**src/rtl/r_channel_fifo.sv**
```systemverilog
// rtl/r_channel_fifo.sv - OBI R-channel response buffer with A-channel slot reservation
//
// Buffers read responses {rdata, err, rid} from the cache controller in a
// DEPTH-entry circular FIFO and presents the head entry to the OBI master
// under rvalid/rready handshaking. A reservation counter tracks accepted
// A-channel requests whose responses have not yet been popped, and gates
// internal_gnt so the controller can never return a response without space.
//
// Ports:
//   clk, rst         clock, synchronous active-high reset
//   req_i            A-channel request presented
//   internal_gnt     grant to A-channel (accept = req_i && internal_gnt)
//   rvalid_in        controller response valid (one pulse per response)
//   rdata_in         controller read data
//   err_in           controller error flag
//   rid_in           controller transaction ID
//   rvalid_o         OBI rvalid (head entry valid)
//   rready_i         OBI rready from master
//   rdata_o          OBI rdata (head entry)
//   err_o            OBI err (head entry)
//   rid_o            OBI rid (head entry)
//   count_o          current FIFO occupancy
//   overflow_o       sticky flag: response arrived while full with no pop

module r_channel_fifo #(
    parameter int DATA_WIDTH = 64,
    parameter int ID_WIDTH   = 4,
    parameter int DEPTH      = 4,
    parameter int CNT_WIDTH  = $clog2(DEPTH + 1)
) (
    input  logic                  clk,
    input  logic                  rst,
    input  logic                  req_i,
    output logic                  internal_gnt,
    input  logic                  rvalid_in,
    input  logic [DATA_WIDTH-1:0] rdata_in,
    input  logic                  err_in,
    input  logic [ID_WIDTH-1:0]   rid_in,
    output logic                  rvalid_o,
    input  logic                  rready_i,
    output logic [DATA_WIDTH-1:0] rdata_o,
    output logic                  err_o,
    output logic [ID_WIDTH-1:0]   rid_o,
    output logic [CNT_WIDTH-1:0]  count_o,
    output logic                  overflow_o
);

    localparam int PTR_W   = $clog2(DEPTH);
    localparam int ENTRY_W = DATA_WIDTH + 1 + ID_WIDTH;
    localparam logic [CNT_WIDTH-1:0] DEPTH_C = CNT_WIDTH'(DEPTH);

    logic [ENTRY_W-1:0]   mem_q [DEPTH];
    logic [PTR_W-1:0]     wp_q, wp_d;
    logic [PTR_W-1:0]     rp_q, rp_d;
    logic [CNT_WIDTH-1:0] cnt_q, cnt_d;
    logic [CNT_WIDTH-1:0] res_q, res_d;
    logic                 ovf_q, ovf_d;

    logic full;
    logic push;
    logic pop;
    logic accept;

    assign rvalid_o     = (cnt_q != '0);
    assign internal_gnt = (res_q < DEPTH_C);
    assign count_o      = cnt_q;
    assign overflow_o   = ovf_q;
    assign {rdata_o, err_o, rid_o} = mem_q[rp_q];

    always_comb begin
        full   = (cnt_q == DEPTH_C);
        pop    = rvalid_o && rready_i;
        // A pop in the same cycle frees the head slot, so a full FIFO can still take a response.
        push   = rvalid_in && (!full || pop);
        accept = req_i && internal_gnt;

        wp_d  = wp_q;
        rp_d  = rp_q;
        cnt_d = cnt_q + CNT_WIDTH'(push) - CNT_WIDTH'(pop);
        res_d = res_q + CNT_WIDTH'(accept) - CNT_WIDTH'(pop);
        ovf_d = ovf_q | (rvalid_in && full && !pop);

        // Pointers wrap naturally since DEPTH is a power of two.
        if (push) begin
            wp_d = wp_q + PTR_W'(1);
        end
        if (pop) begin
            rp_d = rp_q + PTR_W'(1);
        end
    end

    always_ff @(posedge clk) begin
        if (rst) begin
            wp_q  <= '0;
            rp_q  <= '0;
            cnt_q <= '0;
            res_q <= '0;
            ovf_q <= 1'b0;
            for (int i = 0; i < DEPTH; i++) begin
                mem_q[i] <= '0;
            end
        end else begin
            wp_q  <= wp_d;
            rp_q  <= rp_d;
            cnt_q <= cnt_d;
            res_q <= res_d;
            ovf_q <= ovf_d;
            if (push) begin
                mem_q[wp_q] <= {rdata_in, err_in, rid_in};
            end
        end
    end

endmodule

```
**config.mk**
```make
export PLATFORM = sky130hd
export DESIGN_NAME = r_channel_fifo
export DESIGN_NICKNAME = d
export VERILOG_FILES = /design/src/rtl/r_channel_fifo.sv
export SDC_FILE = /design/constraint.sdc
export NUM_CORES = 1
export LEC_CHECK = 0
export CORE_MARGIN = 2
export CORE_UTILIZATION = 55
export CTS_BUF_LIST = sky130_fd_sc_hd__clkbuf_4 sky130_fd_sc_hd__clkbuf_8
export DETAILED_ROUTE_END_ITERATION = 10
export GPL_TIMING_DRIVEN = 0
export PLACE_DENSITY = 0.88
export SETUP_SLACK_MARGIN = 0.1
export SKIP_CTS_REPAIR_TIMING = 1
export SLEW_MARGIN = 20
export SYNTH_ARGS = -nofsm -noshare
export SYNTH_HDL_FRONTEND = slang
export SYNTH_SLANG_ARGS = --single-unit
```
**constraint.sdc**
```tcl
create_clock -name clk -period 8.65 [get_ports clk]
set_input_delay 1.73 -clock clk [delete_from_list [all_inputs] [get_ports clk]]
set_output_delay 1.73 -clock clk [all_outputs]
set_load 0.05 [all_outputs]
```
# == Word level (Yosys, flattened, before mapping) ==
# Memories as Yosys holds them, arrays and structs flattened. A register that Yosys moved wholly into a read port is not among the register bits.
# Cells that the tools add are included.
# classes
n_mul,0
magnitude_cmp,1
n_addsub,6
reduce_logical,10
muxes,10
n_shift,0
eq_ne,1
n_div,0
n_bitwise,1
# op_table
op,count
2-to-1 mux 69 bit,1
OR reduction 69 bit,1
adder 3 x 1 -> 3 bit,2
2-to-1 mux 1 bit,6
2-to-1 mux 2 bit,3
subtractor 3 x 1 -> 3 bit,2
logical AND 1 bit,5
"adder 2 x 1 -> 2 bit, second input constant",2
"equality test 3 bit, second input constant",1
"< comparator 3 bit, second input constant",1
nonzero test 3 bit,1
zero test 1 bit,2
logical OR 1 bit,1
OR 1 bit,1
# word_totals
inputBits,74
memories,1
ff_bits,11
ramBits,276
out_inout_bits,75
latch_bits,0
elab_cells,35
rom_bits,0
# memory_table
memory,depth,word_bits,rd,rd_clocked_by_memory_dff,write_ports,line,text
mem_q,4,69,1,1,4,52,logic [ENTRY_W-1:0] mem_q [DEPTH];

# == Logic depth before layout (Yosys ltp) ==
# Gate-level depths: netlist of run 1.
# depth
depth_word,9
depth_mapped,10

# == Worst setup path before layout of run 1 ==
# No wires, ideal clock.
# synth_timing
kind,input port to flip-flop
from,input rready_i
to,"memory mem_q[1][0] (netlist name), enable pin"
arrival_time_ns,6.955
path_stages,2
slack_ns,1.097
cell_sequence,nor4b_4 > o31ai_1
# synth_rtl
item,line,text
start: declaration,40,"input logic rready_i,"
end: declaration,52,

==> results of run 1 <==
## registers in the layout (all words and copies together) (netlist names), named ones only
name,count
count_o,3
mem_q,276
overflow_o,1
res_q,3
rp_q,2
wp_q,2
## cell usage after synthesis, drive strengths merged
library cell,count
buf,10
or3,1
and2,276
nor2,9
nand2,3
nor3,1
nor4,2
o31a,1
xnor2,5
a21oi,1
fa,2
nor2b,4
nand2b,2
ha,4
o31ai,1
xor2,1
clkbuf,36
mux2,1
o21ai,1
or2,1
a21o,1
o21bai,1
dfxtp,13
edfxtp,276
inv,8
mux4,69
nor4b,2
o311ai,1
## per-stage QoR
step | util, % | hold WS [ps] | power, µW
after floorplan | - | 485 | 2660
after global placement | 64.8 | 456 | 3060
after global routing | 70.1 | 512 | 4340
final | 70.1 | 477 | 4190
after detailed placement | 66.0 | 460 | 3100
after CTS | 70.1 | 480 | 4220
## cells by family after synthesis
logic type,after synthesis,synth area share [%]
xor gates and xnor gates,6,0.423
and+or+nand+nor,301,15.3
buffers and inverters,54,1.73
DFF,289,68.8
AOI/OAI and AO/OA,7,0.403
muxes,70,12.6
adders and majority gates,6,0.726
## power groups by stage
stage	clock (µW)	combinational, µW	sequential, µW
2_1_floorplan	0	893	1770
3_3_place_gp	0	1300	1770
3_5_place_dp	0	1340	1760
4_1_cts	1150	1340	1730
5_1_grt	1210	1390	1740
6_report	1130	1330	1730
## layer usage
| layer | track usage [%] | up-vias | part of all wire [%] |
|---|---|---|---|
| met4 | 6.35 | 0 | 1.8 |
| met1 | 28.8 | 3398 | 40 |
| met5 | 0 | - | 0 |
| li1 | - | 3124 | - |
| met2 | 39.4 | 231 | 52 |
| met3 | 4.65 | 37 | 6.0 |
## path summary, 6_finish.rpt
path                                            start                          to  slack, ps  cells after the start
worst max-delay path                        flip-flop                 rdata_o[57]       3660                      5
worst min-delay path            overflow_o$_SDFF_PP0_       overflow_o$_SDFF_PP0_        480                      2
worst max register to register  count_o[1]$_SDFF_PP0_  mem_q[0][38]$_SDFFCE_PN0P_       5280                      5
worst min register to register  overflow_o$_SDFF_PP0_       overflow_o$_SDFF_PP0_        480                      2
## cell usage in the layout, fill, tap and decap left out, types with 4 or more instances in the layout
master,Yosys,final
mux4_2,69,69
clkbuf_4,0,15
xnor2_1,5,5
clkinv_2,0,4
clkdlybuf4s50_1,0,147
ha_1,4,4
and2_1,276,276
buf_8,0,5
nor2_1,9,9
clkbuf_8,0,51
clkbuf_1,36,36
buf_2,10,10
edfxtp_1,276,276
nor2b_1,4,4
dfxtp_1,13,13
inv_1,8,8
clkinv_1,0,9
## worst max-delay path, stage by stage, from the launching register on
cell and delay, ps:
dfxtp_1 300, buf_2 210, clkbuf_1 500, clkbuf_1 550, mux4_2 350, clkdlybuf4s50_1 810
## cell type report
class                      instances  area [µm²]  area share [%]
buffer                            46         185            1.20
clock buffer                      66         815            5.29
clock inverter                    14        83.8           0.544
inverter                           8        30.0           0.195
multi-input combinational        390        3700            24.0
sequential                       289        8550            55.5
tap                              280         350            2.27
timing repair buffer             159        1690            11.0
==> metrics.yaml, run 1 <==
final_hold_viol_count: 0
dr.pass1.iters: 5
fmax_mhz: 200
syn_avg_cell_area_um2: 16.9
drv_cap: 0
worst_ep_required_time_ps: 6920
grt_max_degree: 38
worst_pin_slew_ps: 1180
grt_pass1_vias: 7538
dp_slack_ps: 3540
ant_nets: 0
finalClockSkew_ps: 18.5
cts_root_buf: "clkbuf_8"
cts.clk_slew.worst_paths_ps: 60
wl_per_cell_um: 20.6
drv_slew: 0
drcViolationCount: 0
n_antenna_cell: 0
nFillCells: 1370
dp_hpwl_mm: 17.2
clkLatencyLatePin_ps: 540
routed_via_density: 5.42
core_um2: 22000
place_inst: 1172
cellLeakagePower_uw: 0.00559
syn_area_um2: 12400
die_w_um: 154
start_util_pct: 56.5
io_pins: 149
grt_use_total_pct: 22.5
max-clock-path-buffers: 3
layout-drive-gt1-share_pct: 17.7
die_h_um: 154
ys_types: 29
fin_crit_sh_pct: 57.7
fin_setup_tns_ps: 0
period_needed_ps: 4990
stdcell_count: 1252
cts_htree_levels: 2
dpl-instance-area_um2: 14500
internal_power_uw: 2840
endpoint_kind: "primary output"
synthTopCellsByArea: "edfxtp_1, and2_1, mux4_2"
antenna_found_initial: 0
seqPwrFrac_pct: 41.3
ir_drop_mv: 0.214
die_area_um2: 23800
port-buffer-count: 147
wirelength_mm: 25.8
slew-limit-headroom_pct: 21.0
cts_sinks: 289
powerDensity_nw_per_um2: 272
yosysTopAreaCellShare_pct: 66.7
final_cell_area_um2: 15400
setup.worst_path.class: "flip-flop to primary output"
cts_buffers: 45
ys_seq_elements: 289
switching_share_pct: 32.3
route.vias.total: 6790
yosys_warnings: 0
cp_max_fo: 10
pwr-share-clk_pct: 27.1
start_kind: "flip-flop"
power_switching_uw: 1350
outcome: "finished, final reports clean"
finalNetCount: 1019
routabilityCongestion: 0.749
syn_nets: 813
cts_tree: "yes"
setup_slack_ps: 3660
drtIter0Drc: 444
crit_arrival_ps: 3260
hold_path.class: "flip-flop to flip-flop"
syn_to_final_growth_pct: 24.0
p_comb_share_pct: 31.7
synth_top_cell_by_area: "edfxtp_1"
overflow: 0
syn_inst: 733
ys_seq_area_share_pct: 68.8
rsz0062_at_grt: "no"
setup_viol: 0
num_rows: 54
grt_pass1_wl_mm: 40.6
No activity file was read; power rests on OpenSTA's default activity.
==> inputs of run 2 (changes only) <==
- CORE_UTILIZATION: 55 -> 52
- PLACE_DENSITY: 0.88 -> 0.87
- clock period: 8.65 -> 4.57 ns (I/O delays scaled with it)
==> run 2 against run 1 <==
Wire length down 0.90%. Combinational power up 89%. Register-to-register slack lost 3800 ps. Via count down 1.4%. Critical path depth stayed put. Utilization fell by 4.4 points. Power grew 89%. Clock-buffer cell count decreased by 1. Cell count grew 3.3%. Sequential share of layout area fell by 0.072 points. Largest cell class unchanged. Highest routed layer unchanged.
==> metrics.yaml, run 2 (synthesis results as in run 1) <==
outcome: "finished, final reports clean"
period_needed_ps: 4250
slew-limit-headroom_pct: 23.6  # +2.6 points
cts_tree: "yes"
wl_per_cell_um: 19.8  # -4.0%
r2r_cells: 5  # unchanged
finalClockSkew_ps: 18.5  # -0.0290 ps
rsz0062_at_grt: "no"
cpMostUsedCell: "buf_2"
p_comb_share_pct: 31.7  # about the same
largest_reg_flops: 276  # unchanged
n_antenna_cell: 0  # unchanged
setup.worst_path.class: "flip-flop to primary output"
grt_use_met3_pct: 5.12  # +0.47 points
start_kind: "flip-flop"
clkLatencyLatePin_ps: 540  # about the same
ir_drop_mv: 0.420  # +97%
ant_nets: 0  # unchanged
crit_family: "buffers and inverters"
dp_hpwl_mm: 16.7  # -2.7%
critPathMaxStageDelay_ps: 730  # -80 ps
cp_max_fo: 10  # unchanged
num_rows: 56  # +3.7%
slowest_stage: "clkdlybuf4s50_1"
max-clock-path-buffers: 3  # unchanged
internal_power_uw: 5340  # +88%
fin_crit_sh_pct: 93.0
final_cell_area_um2: 15400  # +0.13%
grt_use_total_pct: 20.8  # -1.7 points
finalNetCount: 1019  # unchanged
cts_buffers: 46  # +2.2%
hold_depth: 2  # unchanged
power_switching_uw: 2560  # +90%
grt_pass1_wl_mm: 38.8  # -4.5%
gr-usage-met2_pct: 36.8  # -2.6 points
final_hold_viol_count: 0  # unchanged
wirelength_mm: 25.5  # -0.90%
final_cell_mix: "and2_1, edfxtp_1, clkdlybuf4s50_1"
path_buf_inv: 4  # unchanged
cellLeakagePower_uw: 0.00557  # -0.28%
worst_ep_required_time_ps: 3660  # -3260 ps
crit_arrival_ps: 3330  # +70 ps
setup_viol: 0  # unchanged
grt_use_met1_pct: 25.5  # -3.2 points
drcViolationCount: 0  # unchanged
die_h_um: 159  # +2.8%
io_pins: 149  # unchanged
grt_max_degree: 40  # +5.3%
pwr-share-clk_pct: 27.0  # about the same
holdCritStartpoint: "overflow_o$_SDFF_PP0_"
drv_cap: 0  # unchanged
drtIter0Drc: 354  # -20%
overflow: 0  # unchanged
layout-drive-gt1-share_pct: 17.5  # -0.24 points
port-buffer-count: 147  # unchanged
route.vias.total: 6694  # -1.4%
core_um2: 23500  # +6.9%
cts.clk_slew.worst_paths_ps: 60  # about the same
switching_share_pct: 32.4  # +0.13 points
rr_startpoint: "count_o[1]$_SDFF_PP0_"
seqPwrFrac_pct: 41.3  # about the same
endpoint_kind: "primary output"
fin_util_pct: 65.7  # -4.4 points
dpl-instance-area_um2: 14500  # +0.16%
grt_pass1_vias: 7251  # -3.8%
nFillCells: 1602  # +17%
routed_via_density: 5.18  # -4.5%
syn_to_final_growth_pct: 24.2
top_usage_layer: "met2"
cts_htree_levels: 2  # unchanged
cp_cell_sequence: "clkbuf_1 -> buf_2 -> buf_2 -> mux4_2 -> clkdlybuf4s50_1"
hold_path.class: "flip-flop to flip-flop"
routabilityCongestion: 0.745  # -0.64%
dr.pass1.iters: 4  # -1
die_w_um: 159  # +2.8%
r2r-end: "mem_q[0][43]$_SDFFCE_PN0P_"
whs_endpoint: "overflow_o$_SDFF_PP0_"
total_power_uw: 7900  # +89%
die_area_um2: 25100  # +5.6%
drv_slew: 0  # unchanged
r2r_setup_slack_ps: 1530  # -3750 ps
cts_sinks: 289  # unchanged
powerDensity_nw_per_um2: 513  # +88%
antenna_found_initial: 0  # unchanged
fmax_mhz: 235
start_util_pct: 52.9  # -3.6 points
largest-register: "mem_q"
cts_root_buf: "clkbuf_8"
worst_pin_slew_ps: 1140  # -45.4 ps
multi_input_area_um2: 3700  # unchanged
seq_area_um2: 8550  # unchanged
whs_ps: 502  # +25.1 ps
==> run 2: cell type report <==
cell class	count	share of cell area [%]
Buffer	46	1.20
Clock buffer	65	5.15
Clock inverter	18	0.657
Inverter	8	0.195
Multi-Input combinational cell	390	24.0
Sequential cell	289	55.4
Tap cell	319	2.59
Timing Repair Buffer	158	10.8
==> run 2: how the worst max path moves through the flow <==
| stage | cells after the start | end | from | slack (ps) |
|---|---|---|---|---|
| floorplan | 5 | mem_q[0][0]$_SDFFCE_PN0P_ | rst | 700 |
| global placement | 5 | mem_q[0][42]$_SDFFCE_PN0P_ | rvalid_in | -1560 |
| detailed placement | 6 | mem_q[0][43]$_SDFFCE_PN0P_ | rvalid_in | 200 |
| CTS | 5 | rdata_o[55] | flip-flop | 200 |
| global route | 5 | rdata_o[54] | flip-flop | 160 |
| finish | 5 | rdata_o[55] | flip-flop | 320 |
==> run 2: metrics by stage <==
step	std cells	setup TNS (ps)	worst slack (ps)
after floorplan	733	0	703
after global placement	1199	-198490	-1560
after detailed placement	1210	0	203
after CTS	1293	0	201
after global routing	1293	0	163
final	1293	0	322
==> run 2: metal layers <==
metal  part of all wire (%)  up-vias
li1                       -     3118
met1                     39     3321
met2                     52      211
met3                    6.9       44
met4                    1.9        0
met5                      0        -
==> run 2: power by group through the flow <==
| stage | clock, µW | sequential (µW) | combinational (µW) |
|---|---|---|---|
| after global routing | 2280 | 3290 | 2640 |
| final | 2130 | 3260 | 2510 |
| after detailed placement | 0 | 3320 | 2530 |
| after floorplan | 0 | 3340 | 1690 |
| after global placement | 0 | 3320 | 2470 |
| after CTS | 2180 | 3270 | 2540 |
==> run 2: worst reg2reg max path: cells and delay by family, from the launching register on <==
family / cells / cell delay (ps)
buffers and inverters: 2 / 730
AND/OR/NAND/NOR: 3 / 1440
flip-flops: 1 / 520
